## config.mk

```make
export PLATFORM = sky130hd
export DESIGN_NAME = fp32_sum_capture_fifo
export DESIGN_NICKNAME = d
export VERILOG_FILES = /design/src/rtl/fp32_sum_capture_fifo.sv
export SDC_FILE = /design/constraint.sdc
export NUM_CORES = 1
export LEC_CHECK = 0
export CORE_ASPECT_RATIO = 1.5
export CORE_MARGIN = 10
export CORE_UTILIZATION = 25
export CTS_CLUSTER_DIAMETER = 150
export DETAILED_ROUTE_END_ITERATION = 10
export GPL_TIMING_DRIVEN = 0
export SETUP_SLACK_MARGIN = 0.15
export SLEW_MARGIN = 20
export SYNTH_ARGS = -nofsm -noshare
export SYNTH_HDL_FRONTEND = slang
export SYNTH_SLANG_ARGS = --single-unit
```

## constraint.sdc

```tcl
create_clock -name clk -period 2.3 [get_ports clk]
set_input_delay 0.69 -clock clk [delete_from_list [all_inputs] [get_ports clk]]
set_output_delay 0.69 -clock clk [all_outputs]
set_load 0.02 [all_outputs]
```

## src/rtl/fp32_sum_capture_fifo.sv

```systemverilog
// fp32_sum_capture_fifo: classifies fp32 adder results and buffers word+class in a
// first-word-fall-through FIFO, with sticky infinity/NaN status flags.
module fp32_sum_capture_fifo #(
   parameter int DEPTH = 4
) (
   input  logic                       clk,
   input  logic                       rst_n,
   input  logic                       in_valid,
   output logic                       in_ready,
   input  logic [31:0]                in_sum,
   output logic                       out_valid,
   input  logic                       out_ready,
   output logic [31:0]                out_sum,
   output logic [4:0]                 out_class,
   output logic [$clog2(DEPTH):0]     count,
   input  logic                       clr_flags,
   output logic                       inf_seen,
   output logic                       nan_seen
);
   localparam int AW = $clog2(DEPTH);
   localparam logic [AW:0] FULL = (AW+1)'(DEPTH);

   logic [36:0]   mem_q [DEPTH];
   logic [AW-1:0] wptr_q, wptr_d, rptr_q, rptr_d;
   logic [AW:0]   count_q, count_d;
   logic          inf_q, inf_d, nan_q, nan_d;
   logic          push, pop;
   logic [7:0]    e;
   logic [22:0]   m;
   logic [4:0]    cls;

   assign e   = in_sum[30:23];
   assign m   = in_sum[22:0];
   assign cls = {in_sum[31], e == 8'hFF && m != '0, e == 8'hFF && m == '0,
                 e == '0 && m != '0, e == '0 && m == '0};

   assign in_ready  = count_q != FULL;
   assign out_valid = count_q != '0;
   assign push      = in_valid && in_ready;
   assign pop       = out_valid && out_ready;

   always_comb begin
      wptr_d  = push ? wptr_q + 1'b1 : wptr_q;
      rptr_d  = pop ? rptr_q + 1'b1 : rptr_q;
      count_d = count_q + (AW+1)'(push) - (AW+1)'(pop);
      inf_d   = (push && cls[2]) || (inf_q && !clr_flags);
      nan_d   = (push && cls[3]) || (nan_q && !clr_flags);
   end

   always_ff @(posedge clk or negedge rst_n) begin
      if (!rst_n) begin
         wptr_q  <= '0;
         rptr_q  <= '0;
         count_q <= '0;
         inf_q   <= 1'b0;
         nan_q   <= 1'b0;
      end else begin
         wptr_q  <= wptr_d;
         rptr_q  <= rptr_d;
         count_q <= count_d;
         inf_q   <= inf_d;
         nan_q   <= nan_d;
      end
   end

   // Storage needs no reset: the output is masked whenever the FIFO is empty.
   always_ff @(posedge clk) begin
      if (push) mem_q[wptr_q] <= {cls, in_sum};
   end

   assign out_sum   = out_valid ? mem_q[rptr_q][31:0] : '0;
   assign out_class = out_valid ? mem_q[rptr_q][36:32] : '0;
   assign count     = count_q;
   assign inf_seen  = inf_q;
   assign nan_seen  = nan_q;
endmodule
```

* Word level (Yosys, flattened, before mapping)
Memories as Yosys holds them, arrays and structs flattened. Cells that the tools add are included.
Storage, ports and cells: RAM bits 148, output and inout bits 44, input port bits 37, memories 1, bits in registers 9, logic and storage cells 33
Memories:
- mem_q | words 4, bits a word 37, rd ports 1, clocked after memory_dff 0, wr ports 1, line 23 | logic [36:0] mem_q [DEPTH];
Cells by class: reductions and logical operators 17, multiplexer cells 4, eq/ne operators 2, add/sub/neg operators 4
Operators with widths (number):
- 32-bit 2-to-1 mux | 1
- 23-bit logical NOT | 1
- 23-bit nonzero test | 1
- 1-bit logical AND | 10
- 8-bit equality test, second input constant | 1
- 8-bit logical NOT | 1
- 5-bit 2-to-1 mux | 1
- 2-bit by 1-bit adder with 2-bit output, second input constant | 2
- 3-bit by 1-bit adder with 3-bit output | 1
- 3-bit != test, second input constant | 1
- 3-bit nonzero test | 1
- 3-bit by 1-bit subtractor with 3-bit output | 1
- 1-bit logical OR | 2
- 1-bit 2-to-1 mux | 2
- 1-bit logical NOT | 1

* Longest topological paths before layout
word-level depth 4, mapped depth 10, depth with buffers taken out 10

* Least setup slack after synthesis
No wires, ideal clock.
path type reg2reg, start point reg count_q[1], in the netlist count[1], end point reg count_q[2], in the netlist count[2], setup slack -0.145 ns, period minus slack after synthesis 2.445 ns, path buffers 1, stages on the path, launching flop included 11, data required time 2.167 ns, library setup time 0.133 ns, arrival time 2.312 ns, cell sequence dfrtp_1 -> or3_1 -> buf_2 -> and2_4 -> ha_1 -> inv_1 -> ha_1 -> inv_1 -> fa_1 -> xnor2_1 -> xnor2_1
Between the ends: elaborated cells between the ends (all ways) 6, classes of those cells add/sub (2); eq/ne (1); reduce/logical (3)
RTL lines:
- start: declaration | line 25 | logic [AW:0] count_q, count_d;
- start signal: assignment | line 60 | count_q <= count_d;
- 3-bit nonzero test | line 38 | assign out_valid = count_q != '0;
- 1-bit logical AND | line 40 | assign pop = out_valid && out_ready;
- named net pop | line 27 | logic push, pop;
- 3-bit by 1-bit subtractor with 3-bit output | line 45 | count_d = count_q + (AW+1)'(push) - (AW+1)'(pop);
- named net count_d[2] | line 25
The timed path passes the listed nets, and every way through them passes these cells. A chain may end at the register's enable or synchronous reset.

* Worst setup path after layout
start point reg rptr_q[0], end point out out_sum[24]
Between the ends: cells in the longest elaborated chain, start to end 2
Ends and longest elaborated chain:
- start: declaration | line 24 | logic [AW-1:0] wptr_q, wptr_d, rptr_q, rptr_d;
- start signal: assignment | line 59 | rptr_q <= rptr_d;
- memory 4 x 37 bit
- 32-bit 2-to-1 mux | line 71 | assign out_sum = out_valid ? mem_q[rptr_q][31:0] : '0;
- end: declaration | line 13 | output logic [31:0] out_sum,
No other way between the ends.

==> summary.md <==
| Metric | Value |
|---|---|
| Synth Instances | 291 |
| Avg Synthesized Cell Area | 20.7 µm² |
| Layout Nets | 465 |
| Setup TNS | -13010 ps |
| H-tree depth | 4 |
| Top post-synthesis cells by area | edfxtp_1 (72%), mux4_2 (13%), and2_1 (4.2%) |
| Die height | 210 µm |
| Antenna viol nets, final | 0 |
| Overflow after GRT | 0 |
| DR iter-0 viols | 205 |
| Antenna violations before repair | 0 |
| TritonCTS Buffers | 17 |
| First-pass iteration count of the detailed router | 5 |
| Synth Net Count | 335 |
| Total die area | 30900 µm² |
| Setup slack, reg-to-reg | -30 ps |
| Static Leak | 3.04 nW |
| Worst-Margin Slew | 609 ps |
| Core Rows | 69 |
| Mapped Area | 6030 µm² |
| Via count | 3158 |
| DRC viols | 0 |
| Pwr/cell area | 1420 nW/µm² |
| Failing checks | negative setup slack |
| RSZ-0062 raised after global routing | yes |
| Final HPWL DP | 9280 µm |
| R2R cell count | 11 |
| Starting Density | 25.4% |
| Antenna cells | 0 |
| Arr. time, crit path | 2010 ps |
| Largest net degree at the start of global routing | 37 |
| YS warnings | 0 |
| CP required | 1610 ps |
| Vias in the first global route | 3459 |
| Fin. max-slew vios | 0 |
| Clock transition at the registers of the reported paths | 70 ps |
| Outcome | complete, but fails checks |
| R2r startpoint | count[1] |
| Worst ir drop on vdd | 0.566 mV |
| Setup ws final | -402 ps |
| CTS tree | built |
| Post-synth EDFFs | 144 |
| Area of the multi-input gates | 1590 µm² |
| WL per Instance | 19.0 µm |
| Number of library cell types mapped by synthesis | 24 |
| Finished Layout Cells | 753 |
| Final setup vio count | 39 |
| Final Hold Vio Count | 0 |
| Asr flop ratio synth | 5.88% |
| Clock sink total | 153 |
| Max Cap Viol | 0 |
| Global-route wire length before repair | 21400 µm |
| Core area | 23700 µm² |
| Synthesis-to-layout area growth | 42.3% |
| Die width | 147 µm |
| Overall Global Routing Usage | 9.35% |
| Worst-Skew Late Latency | 420 ps |
| Via density per instance | 4.19 |
| Port bufs | 80 |
| Max FO, Critical Path | 5 |
| Reg area | 4550 µm² |
| R2r endpoint | count[2] |
| Cells after DPL | 690 |
| Share of layout cells above drive strength 1 | 49.3% |
| Hold WC Path Type | flop to flop |
| I/O pins | 81 |
| Relative slew slack | 59.4% |
| Critical path capture point | out_sum[24] |
| Worst setup EP type | output pin |
| Synthesized flop and latch total | 153 |
| Post-Route Skew | 11.8 ps |
| GP Congestion | 0.697 |
| Post-cts hold buffer count | 0 |
| DRT Wirelength | 14300 µm |
| Most used DFF post-synth | edfxtp_1 |
| Final worst-path cycle share | 117% |
| Seq/Total Area, Yosys | 75.5% |
| Max Buffers Root-to-Sink | 2 |
| CP Class | flop to output pin |
| Fmax | 0.370 GHz |
| Post-synth top area share | 71.7% |
| # fillers | 2209 |
| CTS root buffer | clkbuf_16 |
| CP startpoint | rptr_q[0] |
| CP Launch Type | flop |
| Area leader, netlist | edfxtp_1 |
| Post-route minimum period | 2700 ps |
## power breakdown
group	switching (mW)	internal [mW]	leakage [nW]
Combinational	2.52	3.19	1.30
Sequential	0.126	3.66	1.45
Clock	1.12	1.58	0.290
Total	3.76	8.42	3.04
## cell families (layout without fill, tap and decap cells)
logic type / Yosys count / after routing / synth area share, %
compound gates: 4 / 4 / 0.581
xor+xnor: 5 / 5 / 0.726
fa+ha+maj: 7 / 7 / 1.58
buf+inv: 20 / 163 / 1.81
flops: 153 / 153 / 75.5
mux: 36 / 36 / 13.4
simple gates: 66 / 66 / 6.41
## how the worst min path moves through the flow
stage	startpoint	slack, ps	end	cells after the start
finish	nan_seen	500	nan_seen	1
global route	nan_seen	540	nan_seen	1
floorplan	rst_n	390	count[0]	0
CTS	nan_seen	510	nan_seen	1
global placement	nan_seen	470	nan_seen	1
detailed placement	nan_seen	480	nan_seen	1
## worst max-delay path, cell delays in order (launching register included)
cell and delay, ps:
dfrtp_2 430, buf_6 120, buf_6 110, buf_16 130
buf_6 110, mux4_2 420, and2_4 160, buf_6 120
## registers in the layout, indices dropped and copies added (netlist names)
signal,flops
nan_seen,1
wptr_q,2
rptr_q,2
mem_q,144
inf_seen,1
count,3
## layer usage
| layer | vias to the layer above | track usage, % | wire length, µm |
|---|---|---|---|
| li1 | 1425 | - | - |
| met4 | 0 | 3.43 | 237 |
| met5 | - | 0 | 0 |
| met2 | 62 | 17.4 | 8140 |
| met1 | 1657 | 9.70 | 5410 |
| met3 | 14 | 2.74 | 546 |
## synth_stat cells, drive strengths merged, types with 3 or more instances
library cell and count:
buf 10, nand2 6, inv 7, and2 41, nor3 3, dfrtp 9
edfxtp 144, nor2 4, mux4 36, nand4 3, clkbuf 3, ha 6
nor4 8, xnor2 4
## placed cells by master (no fill, tap or decap), types with 3 or more instances in the layout
cell / synthesis / final
and2_4: 1 / 41
buf_12: 0 / 5
buf_4: 1 / 11
buf_6: 3 / 55
buf_8: 0 / 4
clkbuf_16: 0 / 22
clkdlybuf4s50_1: 0 / 37
clkinv_4: 0 / 6
dfrtp_1: 9 / 5
dfrtp_2: 0 / 4
dlygate4sd2_1: 0 / 3
edfxtp_1: 144 / 144
ha_1: 6 / 4
inv_1: 7 / 4
inv_2: 0 / 3
mux4_2: 36 / 36
nand2_1: 6 / 6
nand4_1: 3 / 3
nor4_2: 0 / 4
xnor2_1: 4 / 3
## per-stage QoR
stage	worst slack [ps]	util, %	cell area, µm²	hold slack, ps	power (mW)
finish	-402	36.1	8580	502	12.2
detailed placement	-630	30.7	7280	480	8.21
global placement	-548	30.7	7280	474	8.12
global route	-472	36.1	8580	538	12.8
floorplan	17.0	-	6080	394	6.38
CTS	-461	34.9	8290	508	11.8
## layout make-up
class                   count  share of cell area [%]
well taps                 319                    4.65
plain buffers              13                    2.20
clock buffers              21                    5.86
inverters                   7                   0.306
flip-flops and latches    153                    53.1
repair buffers            111                    14.3
clock inverters            11                   0.992
multi-input cells         118                    18.6
## repair_timing
action                     in CTS  in global routing
pin swaps                      22                 16
gates cloned                    2                  2
setup buffers                  20                  7
resized for setup             284                 56
setup endpoints to repair     206                 53
Note: power is estimated with default switching activity, not from simulation.
